$ cat src/rtl/hdmi_timing_gen.sv
// Free-running video timing generator with registered sync/de/coordinates and a built-in
// test-pattern source; the pattern select is latched once per frame so frames never tear.
module hdmi_timing_gen #(
  parameter int   H_SYNC   = 96,
  parameter int   H_BACK   = 48,
  parameter int   H_ACTIVE = 640,
  parameter int   H_FRONT  = 16,
  parameter int   V_SYNC   = 2,
  parameter int   V_BACK   = 33,
  parameter int   V_ACTIVE = 480,
  parameter int   V_FRONT  = 10,
  parameter logic SYNC_POL = 1'b0
) (
  input  logic        clk_1x,
  input  logic        sys_rst_n,
  input  logic [1:0]  mode,
  input  logic [23:0] solid_rgb,
  output logic [7:0]  rgb_red,
  output logic [7:0]  rgb_green,
  output logic [7:0]  rgb_blue,
  output logic        hsync,
  output logic        vsync,
  output logic        de,
  output logic [11:0] pix_x,
  output logic [11:0] pix_y,
  output logic        frame_start
);

  localparam int H_TOTAL = H_SYNC + H_BACK + H_ACTIVE + H_FRONT;
  localparam int V_TOTAL = V_SYNC + V_BACK + V_ACTIVE + V_FRONT;
  localparam int HA_S    = H_SYNC + H_BACK;
  localparam int HA_E    = HA_S + H_ACTIVE;
  localparam int VA_S    = V_SYNC + V_BACK;
  localparam int VA_E    = VA_S + V_ACTIVE;
  localparam int BAR_W   = H_ACTIVE / 8;

  logic [11:0] h_q, h_d, v_q, v_d;
  logic [1:0]  mode_q, mode_d;
  logic [23:0] rgb_q, rgb_d;
  logic        hsync_q, hsync_d, vsync_q, vsync_d;
  logic        de_q, de_d, fs_q, fs_d;
  logic [11:0] pix_x_q, pix_x_d, pix_y_q, pix_y_d;

  logic        h_act, v_act, at_origin;
  logic [11:0] px, py;
  logic [2:0]  bar;
  logic [23:0] pat;

  always_comb begin
    at_origin = (h_q == 12'd0) && (v_q == 12'd0);
    h_d       = h_q + 12'd1;
    v_d       = v_q;
    if (int'(h_q) == H_TOTAL - 1) begin
      h_d = 12'd0;
      v_d = (int'(v_q) == V_TOTAL - 1) ? 12'd0 : v_q + 12'd1;
    end
    mode_d = at_origin ? mode : mode_q;
  end

  always_comb begin
    h_act = (int'(h_q) >= HA_S) && (int'(h_q) < HA_E);
    v_act = (int'(v_q) >= VA_S) && (int'(v_q) < VA_E);
    px    = h_q - 12'(HA_S);
    py    = v_q - 12'(VA_S);
    bar   = 3'(int'(px) / BAR_W);
    // Bar order white..black maps to R=~bar[1], G=~bar[2], B=~bar[0].
    case (mode_q)
      2'd0:    pat = {{8{~bar[1]}}, {8{~bar[2]}}, {8{~bar[0]}}};
      2'd1:    pat = {3{px[7:0]}};
      2'd2:    pat = solid_rgb;
      default: pat = {24{~(px[5] ^ py[5])}};
    endcase
    de_d    = h_act && v_act;
    rgb_d   = de_d ? pat : 24'd0;
    pix_x_d = de_d ? px : 12'd0;
    pix_y_d = de_d ? py : 12'd0;
    hsync_d = (int'(h_q) < H_SYNC) ? SYNC_POL : ~SYNC_POL;
    vsync_d = (int'(v_q) < V_SYNC) ? SYNC_POL : ~SYNC_POL;
    fs_d    = at_origin;
  end

  always_ff @(posedge clk_1x or negedge sys_rst_n) begin
    if (!sys_rst_n) begin
      h_q     <= 12'd0;
      v_q     <= 12'd0;
      mode_q  <= 2'd0;
      rgb_q   <= 24'd0;
      hsync_q <= ~SYNC_POL;
      vsync_q <= ~SYNC_POL;
      de_q    <= 1'b0;
      pix_x_q <= 12'd0;
      pix_y_q <= 12'd0;
      fs_q    <= 1'b0;
    end else begin
      h_q     <= h_d;
      v_q     <= v_d;
      mode_q  <= mode_d;
      rgb_q   <= rgb_d;
      hsync_q <= hsync_d;
      vsync_q <= vsync_d;
      de_q    <= de_d;
      pix_x_q <= pix_x_d;
      pix_y_q <= pix_y_d;
      fs_q    <= fs_d;
    end
  end

  assign rgb_red     = rgb_q[23:16];
  assign rgb_green   = rgb_q[15:8];
  assign rgb_blue    = rgb_q[7:0];
  assign hsync       = hsync_q;
  assign vsync       = vsync_q;
  assign de          = de_q;
  assign pix_x       = pix_x_q;
  assign pix_y       = pix_y_q;
  assign frame_start = fs_q;

endmodule
$ cat config.mk
export PLATFORM = sky130hd
export DESIGN_NAME = hdmi_timing_gen
export DESIGN_NICKNAME = d
export VERILOG_FILES = /design/src/rtl/hdmi_timing_gen.sv
export SDC_FILE = /design/constraint.sdc
export NUM_CORES = 1
export LEC_CHECK = 0
export CELL_PAD_IN_SITES_DETAIL_PLACEMENT = 1
export CELL_PAD_IN_SITES_GLOBAL_PLACEMENT = 1
export CORE_ASPECT_RATIO = 1.5
export CORE_MARGIN = 1
export CORE_UTILIZATION = 40
export DETAILED_ROUTE_END_ITERATION = 10
export GPL_TIMING_DRIVEN = 0
export PLACE_DENSITY_LB_ADDON = 0.1
export SLEW_MARGIN = 5
export SYNTH_ARGS = -nofsm -noshare
export SYNTH_HDL_FRONTEND = slang
export SYNTH_SLANG_ARGS = --single-unit
export TNS_END_PERCENT = 1
$ cat constraint.sdc
create_clock -name clk_1x -period 6.8 [get_ports clk_1x]
set_clock_uncertainty 0.15 [all_clocks]
set_input_delay 0.68 -clock clk_1x [delete_from_list [all_inputs] [get_ports clk_1x]]
set_output_delay 0.68 -clock clk_1x [all_outputs]
set_load 0.01 [all_outputs]
Word-level counts from Yosys, hierarchy flattened
Index checks and enable logic that the tools add are counted.
{ "word_totals": {"wordCells": 45, "in_bits": 28, "reg_bits": 78, "out_inout_bits": 52} }
{ "op_classes": {"order_cmp": 6, "reduce_logical": 7, "div": 1, "n_mux": 8, "n_bitwise": 5, "eq_ne": 4, "addsub": 4} }
{ "op_table": {"columns": ["operator", "n"], "rows": [
  ["24-bit case mux with 3 select lines", 1],
  ["12-bit two-way mux", 4],
  ["13-bit by 8-bit divider with 32-bit output, second input constant", 1],
  ["12-bit by 1-bit adder with 12-bit output, second input constant", 2],
  ["12-bit by 11-bit equality test with 1-bit output, second input constant", 2],
  ["12-bit logical NOT", 2],
  ["12-bit by 10-bit < comparator with 1-bit output, second input constant", 2],
  ["24-bit two-way mux", 1],
  ["12-bit by 6-bit >= comparator with 1-bit output, second input constant", 1],
  ["12-bit by 8-bit >= comparator with 1-bit output, second input constant", 1],
  ["12-bit by 2-bit < comparator with 1-bit output, second input constant", 1],
  ["12-bit by 7-bit < comparator with 1-bit output, second input constant", 1],
  ["12-bit by 6-bit subtractor with 12-bit output, second input constant", 1],
  ["12-bit by 8-bit subtractor with 12-bit output, second input constant", 1],
  ["1-bit logical AND", 4],
  ["1-bit NOT", 4],
  ["2-bit by 1-bit equality test with 1-bit output, second input constant", 1],
  ["2-bit equality test, second input constant", 1],
  ["2-bit logical NOT", 1],
  ["1-bit two-way mux", 2],
  ["1-bit bitwise XOR", 1]
]} }

Logic depth before layout (Yosys ltp)
Gate-level depths: netlist (run 1).
{ "logic_depth": {"ltp_word": 5, "depth_mapped": 21, "ltp_nobuf": 18} }

Least setup slack after synthesis (run 1)
No wires, ideal clock.
{ "synth_timing": {"kind": "flip-flop to flip-flop", "start": "register h_q[4]", "end": "register rgb_q[21]", "t_arrival_ns": 4.489, "path_slack_ns": 2.038, "t_required_ns": 6.527, "stages_incl_launch_ff": 20, "cell_sequence": "dfrtp_1 -> buf_4 -> inv_1 -> ha_1 -> nor2b_2 -> o22ai_2 -> nor4_4 -> inv_1 -> ha_1 -> o21ai_0 -> a2111oi_0 -> o32ai_1 -> a211oi_2 -> o41a_1 -> a211oi_2 -> a211o_1 -> a221oi_2 -> nor4_4 -> o31a_4 -> o221a_2"} }
{ "synth_between": {"elab_chain_len": 5} }
{ "synth_rtl": {"columns": ["element", "line", "text"], "rows": [
  ["from (decl)", "37", "logic [11:0] h_q, h_d, v_q, v_d;"],
  ["from (signal assigned)", "84", "h_q <= 12'd0;"],
  ["from (signal assigned)", "95", "h_q <= h_d;"],
  ["12-bit by 8-bit subtractor with 12-bit output", "63", "px = h_q - 12'(HA_S);"],
  ["13-bit by 8-bit divider with 32-bit output or 1-bit bitwise XOR (tied branches)", "65, 71", null],
  ["1-bit NOT, on equally long branches", "68, 71", null],
  ["24-bit case mux with 3 select lines", "67", "case (mode_q)"],
  ["24-bit two-way mux *", "74", "rgb_d = de_d ? pat : 24'd0;"],
  ["net rgb_d[21]", "39", "logic [23:0] rgb_q, rgb_d;"],
  ["to (signal assigned)", "98", "rgb_q <= rgb_d;"],
  ["to (decl)", "39", null]
]} }
Mark *: on every way through the listed nets, which the timed path passes. The rest lies on a longest branch.
A chain may end at the register's enable or synchronous reset.

Final worst setup path (run 1)
{ "layout_timing": {"start": "register h_q[4]", "end": "register rgb_q[17]"} }
The elaborated chain is that of the path after synthesis.

==> results.md, run 1 <==
- The flow ran to the end, and the final reports show no timing, DRC or antenna violations.
- The later-pin clock latency in the skew report is 340 ps.
- The first-pass GRT wire length is ~25 mm.
- The static leakage is between 0.002 and 0.003 uW.
- In the synthesized netlist, the number of instances is about 530.
- Counting flops and latches in the post-synthesis netlist gives between 70 and 80.
- The shortest clock period the worst path allows after layout is roughly 5800 ps.
- The buffering stage count on the worst path with inverters included is 3.
- The I/O pin total is 80.
- The global-route usage over all layers is 0.250.
- The number of detailed-routing iterations run before antenna repair is 4.
- The commonest cells after synthesis are dfrtp_1 (76), nor2_1 (65), o21ai_0 (34).
- The endpoint of the lowest-slack register-to-register path is rgb_q[17]$_DFF_PN0_.
- In this run the deepest clock path goes through 2 buffers.
- The weighted congestion reported at the end of routability-driven placement is around 0.9.
- For the worst flop-to-flop path, the logic depth is 19.
- The floorplan has 49 rows.
- The number of antenna violations at the first check in global routing is 0.
- Synthesis produced a netlist with a net count of ~560.
- The number of synthesized flops with an enable pin is 0.
- The register-to-register setup slack is 960 ps.
- The final wirelength is roughly 15 mm.
- The H-tree was split into 3 levels.
- Excluding fillers, the count of instances in the completed layout stands at about 780.
- For this run, asynchronously set or reset flops after synthesis account for 1.00.
- From left edge to right edge, the die measures 93.4 um.
- The critical path is of the reg2reg type.
- The library cell used as clock root buffer is clkbuf_16.
- The final routed DRC violation total is 0.
- The initial detailed-routing violation count is about 130.
- The number of hold violations in the final report is 0.
- In the final routed layout, each cell accounts on average for between 15 and 20 um.
- Once the clock tree was built, the resizer swapped 0 gates to a different size.
- The share of the Yosys chip area taken by registers is 0.390.
- The die covers about 0.013 mm^2.
- STA classifies the critical path startpoint as a flip-flop.
- The clock slew seen by the registers of the worst setup and hold paths is 60 ps.
- The area growth from synthesis to layout is 26.4%.
- Of the available clock period, the critical path in the final layout requires 0.859.
- Among all cell types in the netlist, the one instantiated most often is dfrtp_1.
- Setup repair after global routing left no endpoint under its margin.
- After synthesis the cells add up to between 0.005 and 0.006 mm^2.
- For the pin with the worst max-slew slack, the measured transition is roughly 830 ps.
- The vias after detailed routing is 4,406.
- After global routing the overflow that remains totals 0.
- In the global route stage, met3 resource usage came out at 0.0318.
- The total clock sinks is 78.
- The initial utilization of the core area, before any placement, comes to 0.415.
- The number of diodes is 0.
- The ratio of routed vias to standard cells is 5.69.
- The startpoint of the most critical register-to-register path is h_q[4]$_DFF_PN0_.
- The number of nets in the finished design is between 600 and 700.
- In this run the worst path has a maximum fanout of 10.
- The final antenna-violating net count is 0.
- The setup TNS is 0 ps.
- The filler cells instantiated in the layout total 1,404.
- met2 is the most crowded layer.
- The critical path goes through buf_4 > inv_1 > ha_1 > nor2b_2 > o22ai_2 > nor4_4 > inv_1 > ha_1 > o21ai_0 > a2111oi_0 > o32ai_1 > a211oi_2 > o41a_1 > a211oi_2 > a211o_1 > a221oi_2 > nor4_4 > o31a_4 > o221a_2.
- The number of buffers added on ports is about 80.
- Data on the critical path arrives at its endpoint at approximately 5900 ps.
- The post-CTS setup repair buffer count is 0.
- The master of the slowest instance on the critical path is nor4_4.
- The peak supply drop is ~0.1 mV.
- The netlist uses about 90 different library cells.
- STA classifies the critical path endpoint as a flip-flop.
- The required time of the worst setup path is around 6900 ps.
- The core region is approximately 0.012 mm^2.
- The most used flip-flop cell after synthesis is dfrtp_1.
- The met2 track demand over resource in global routing is 0.448.
- Grouping stages by cell kind, the critical path spends the most delay in compound AO/OA/AOI/OAI gates.
- After synthesis, the cell types taking the most area are dfrtp_1 (38%), nor2_1 (4.9%), xnor2_1 (3.5%).
- The wire-length estimate of the detail-placed layout is 11.4 mm.
- The number of endpoints failing setup at the final stage is 0.
- The total clock buffers created by CTS is 9.
- The layout cell share with drive strength beyond 1 is 0.167.
- The worst slew margin relative to its limit is 0.445.
- During synthesis, Yosys emitted a total of 0 warnings.
- The count of hold-fix buffers inserted at cts is 0.
- A synthesized cell averages between 9 and 10 um^2.
- Entering global routing, the biggest net connects 64 pins.
- The number of global-route vias before repair is around 4,800.
- For this run, global-route usage on met1 was measured as 0.289.
- The total count of max-transition violations in the final report is 0.
- In this run the worst hold path is classified as in2async.
- The achievable frequency is 0.171 GHz.
- TritonCTS built the clock tree.
- The y dimension of the die is approximately 140 um.
- The power density normalized to cell area is 162 mW/mm^2.
- The tool flagged a number of max-cap violations equal to 0.
- The library cell occupying the most area in the post-synthesis netlist is dfrtp_1.
- Of the post-synthesis cell area, the dominant cell type holds 0.379.
- Counting tap cells, the placed design contains a total of between 700 and 800 instances.
- The largest single stage delay on the critical path is approximately 520 ps.
-- cells by family (layout without fill, tap and decap cells) --
family	after synthesis	in the layout	synth area share
compound gates	147	147	0.239
fa+ha+maj	9	9	0.0224
mux	9	9	0.0192
buf+inv	51	147	0.0541
xor+xnor	33	33	0.0576
simple gates	198	198	0.217
other cells	1	1	0.000748
flops	78	78	0.390
-- cell usage in the layout (no fill, tap or decap), drive strengths merged, types with 10 or more instances in the layout --
cell	count
clkdlybuf4s50	78
dfrtp	76
nor2	67
o21ai	37
nand2	31
clkbuf	26
buf	21
xnor2	20
a21oi	20
nor3	20
inv	17
xor2	13
nand3	13
a21o	11
and2	10
-- worst max-delay path by stage --
stage | from | to | slack, ps | depth (start not counted)
4_1_cts | h_q[4]$_DFF_PN0_ | rgb_q[18]$_DFF_PN0_ | 970 | 19
2_1_floorplan | h_q[4]$_DFF_PN0_ | rgb_q[21]$_DFF_PN0_ | 2040 | 19
5_1_grt | h_q[4]$_DFF_PN0_ | rgb_q[17]$_DFF_PN0_ | 570 | 19
3_3_place_gp | h_q[4]$_DFF_PN0_ | rgb_q[4]$_DFF_PN0_ | 1120 | 19
6_report | h_q[4]$_DFF_PN0_ | rgb_q[17]$_DFF_PN0_ | 960 | 19
3_5_place_dp | h_q[4]$_DFF_PN0_ | rgb_q[16]$_DFF_PN0_ | 1000 | 19
-- where the power goes --
part | total [uW] | switching, uW | internal, uW
clock | 517 | 193 | 323
combinational | 43.7 | 22.7 | 21.0
sequential | 466 | 0.822 | 465
-- metal layers --
layer / vias to the layer above / wire (um)
met2: 86 / 8080
li1: 2093 / -
met5: - / 0
met3: 32 / 357
met4: 0 / 496
met1: 2195 / 6180
-- through the flow --
stage | utilization | setup WS [ps] | total power [uW] | hold slack [ps] | area [um^2]
final | 0.525 | 960 | 1030 | 51.6 | 6340
after global routing | 0.525 | 565 | 1060 | 59.9 | 6340
after CTS | 0.525 | 972 | 1040 | 49.3 | 6340
after detailed placement | 0.499 | 1000 | 519 | 339 | 6020
after global placement | 0.497 | 1120 | 516 | 334 | 6000
after floorplan | - | 2040 | 486 | 234 | 5020
-- area by class of cell --
cell class,count,area (um^2),area share
Multi-Input combinational cell,397,2790,0.440
Sequential cell,78,1950,0.308
Timing Repair Buffer,80,816,0.129
Clock buffer,11,233,0.0367
Buffer,35,211,0.0334
Tap cell,153,191,0.0302
Clock inverter,5,82.6,0.0130
Inverter,16,60.1,0.00947
-- sequential cells by signal (all words and copies together), names as in the netlist --
name / flops
v_q: 12
de: 1
mode_q: 2
rgb_q: 24
h_q: 12
pix_y: 12
frame_start: 1
pix_x: 12
vsync: 1
hsync: 1
(Power assumes the default switching activity.)
==> inputs of run 2 (changes only) <==
--- a/config.mk
+++ b/config.mk
@@ -5,6 +5,7 @@
 export SDC_FILE = /design/constraint.sdc
 export NUM_CORES = 1
 export LEC_CHECK = 0
+export CAP_MARGIN = 20
 export CELL_PAD_IN_SITES_DETAIL_PLACEMENT = 1
 export CELL_PAD_IN_SITES_GLOBAL_PLACEMENT = 1
 export CORE_ASPECT_RATIO = 1.5
==> results of run 2 <==
Same layout as run 1: the final DEF is identical, and so are final timing and power.
==> inputs of run 3 (changes only) <==
--- a/config.mk
+++ b/config.mk
@@ -13,7 +13,7 @@
 export CORE_UTILIZATION = 40
 export DETAILED_ROUTE_END_ITERATION = 10
 export GPL_TIMING_DRIVEN = 0
-export PLACE_DENSITY_LB_ADDON = 0.1
+export PLACE_DENSITY_LB_ADDON = 0.3
 export SLEW_MARGIN = 5
 export SYNTH_ARGS = -nofsm -noshare
 export SYNTH_HDL_FRONTEND = slang
==> results.md, run 3 (same netlist as run 1, synthesis figures left out) <==
- The total met3 wirelength after detailed routing is 442 um.
- Walking the worst path, the cells encountered are buf_4 > inv_1 > ha_1 > nor2b_2 > o22ai_2 > nor4_4 > inv_1 > ha_1 > o21ai_0 > a2111oi_0 > o32ai_1 > a211oi_2 > o41a_1 > a211oi_2 > a211o_1 > a221oi_2 > nor4_4 > a211oi_4 > a21o_1.
- The number of endpoints failing setup at the final stage is 0.
- In the layout the commonest cells are clkdlybuf4s50_1 (78), dfrtp_1 (76), nor2_1 (65).
- Adding up every negative setup slack in the final design gives 0 ps.
- The total count of max-transition violations in the final report is 0.
- The final antenna-violating net count is 0.
- The path class of the tightest hold or removal check is in2async.
- Row generation in the floorplan step produced 49 rows.
- The peak supply drop is around 0.10 mV.
- The number of hold violations in the final report is 0.
- Of the cells placed in the final design, the portion with a size suffix greater than 1 is 0.170.
- At the later pin of the worst-skew pair, clock insertion delay measures around 340 ps.
- The leading cell type in the layout, fill and taps excluded is clkdlybuf4s50_1.
- The I/O pin total is 80.
- The worst slew margin relative to its limit is 0.426.
- Dividing the detail-routed wire length by the instance count gives roughly 20 um.
- The number of max-capacitance violations reported is 0.
- The clock tree from TritonCTS is built.
- The clock drives 78 sinks.
- The class of the most critical setup path is reg2reg.
- The growth of design area from synthesis to finish is 26.7%.
- Dividing the final minimum period by the clock period gives 0.876.
- The measured slew at the worst slew-check pin is 855 ps.
- The number of global-route vias before repair is between 4,000 and 5,000.
- The count of hold-fix buffers inserted at cts is 0.
- The H-tree was split into 3 levels.
- The final worst-path setup slack is ~850 ps.
- Power spread over the standard cell area amounts to 164 mW/mm^2.
- The routed design uses 8.52 mm of met2 wire.
- The repair_antennas step left the layout with diodes totalling 0.
- Measured along the x axis, the die boundary spans around 93 um.
- The core area is 0.0121 mm^2.
- The largest driver fanout on the critical path is 10.
- The smallest clock period supported by the final layout is computed as about 6000 ps.
- For the worst setup path, the data required time is slightly below 7000 ps.
- The die is between 100 and 150 um tall.
- The highest layer touched by signal routing is met4.
- Entering global routing, the biggest net connects 64 pins.
- In this run, the number of DRC markers left after iteration 0 of detailed routing was between 150 and 200.
- The achievable frequency is approximately 0.17 GHz.
- The longest clock path from root to sink contains 2 buffers.
- The vias after detailed routing is 4,471.
- The area of the die is ~0.013 mm^2.
- The first-pass GRT wire length is ~25 mm.
- The worst hold slack across all endpoints is around 46 ps.
- STA puts the critical path data arrival time at around 6000 ps.
- Across every metal layer, demand over resource in global routing totals 0.246.
- The critical path startpoint category is a flip-flop.
- The first detailed-routing pass took 4 iterations.
- The number of nets in the finished design is 654.
- The register with the most flip-flops in the layout has 24 of them.
- rgb_q holds more flip-flops than any other register.
- The final wirelength is ~16 mm.
- The cell sitting at the root of the clock tree is a clkbuf_16.
- The delay contributed by the slowest stage of the critical path is ~540 ps.
- Gates resized during post-CTS repair numbered 0.
- For this block, wires on met1 add up to approximately 6.1 mm.
- Prior to clock tree synthesis, the placed netlist has a worst setup slack of approximately 950 ps.
- The total clock buffers created by CTS is 9.
- The ratio of routed vias to standard cells is around 5.8.
- The post-CTS setup repair buffer count is 0.
- The residual overflow from global routing is 0.
- Setup repair after global routing left no endpoint under its margin.
- The number of fillers in the final layout is approximately 1,400.
- The static leakage is 0.00282 uW.
- The number of antenna violations at the first check in global routing is 0.
- Among all stages on the critical path, the largest delay is contributed by a2111oi_0.
- After detailed routing, the number of remaining DRC violations is 0.
- The weighted congestion reported at the end of routability-driven placement is approximately 0.9.
- The critical path endpoint category is a flip-flop.
- The detailed-placement wirelength estimate is 11.3 mm.
- The run finished with clean final reports.
- The number of buffers added on ports is 79.
- Clock-pin slew was measured on the worst setup and hold paths at around 60 ps.
- The starting density of the core is 0.415.
- At the end of the flow the core is filled with cells to 0.526.
==> run 3: layout make-up <==
cell class | count | area, um^2 | share of cell area
clock buffers | 10 | 239 | 0.0376
clock inverters | 6 | 92.6 | 0.0146
plain buffers | 35 | 211 | 0.0333
well taps | 153 | 191 | 0.0301
repair buffers | 80 | 816 | 0.128
inverters | 16 | 60.1 | 0.00945
multi-input cells | 397 | 2790 | 0.439
flip-flops and latches | 78 | 1950 | 0.308
==> run 3: worst paths after layout <==
kind / startpoint / to / slack, ps / depth (start not counted)
max in group asynchronous: sys_rst_n / pix_x[7]$_DFF_PN0_ / 5890 / 2
max reg2reg: h_q[4]$_DFF_PN0_ / rgb_q[5]$_DFF_PN0_ / 850 / 19
max: h_q[4]$_DFF_PN0_ / rgb_q[5]$_DFF_PN0_ / 850 / 19
min: sys_rst_n / v_q[5]$_DFFE_PN0N_ / 50 / 1
min reg2reg: h_q[0]$_DFF_PN0_ / h_q[0]$_DFF_PN0_ / 350 / 1
min in group clk_1x: h_q[0]$_DFF_PN0_ / h_q[0]$_DFF_PN0_ / 350 / 1
==> run 3: through the flow <==
| step | total power [uW] | instance area [um^2] | instances |
|---|---|---|---|
| 6_report | 1040 | 6350 | 775 |
| 3_3_place_gp | 515 | 6000 | 758 |
| 3_5_place_dp | 518 | 6020 | 759 |
| 4_1_cts | 1050 | 6350 | 775 |
| 5_1_grt | 1070 | 6350 | 775 |
| 2_1_floorplan | 486 | 5020 | 526 |
==> run 3: critical path, delay by kind of cell (launching register included) <==
kind                       cells  cell delay (ps)
AOI/OAI and AO/OA             11             3130
adders and majority gates      2              670
buffers and inverters          3              460
DFF                            1              500
and+or+nand+nor                3              980
==> run 3: layer usage <==
layer | vias up | GRT usage
met1 | 2239 | 0.269
met5 | - | 0
li1 | 2093 | -
met4 | 0 | 0.0972
met3 | 27 | 0.0280
met2 | 112 | 0.471
==> run 3: power by group <==
part	internal, uW	total [uW]	switching (uW)
registers	465	466	0.790
clock network	333	532	198
logic	21.0	44.7	23.7
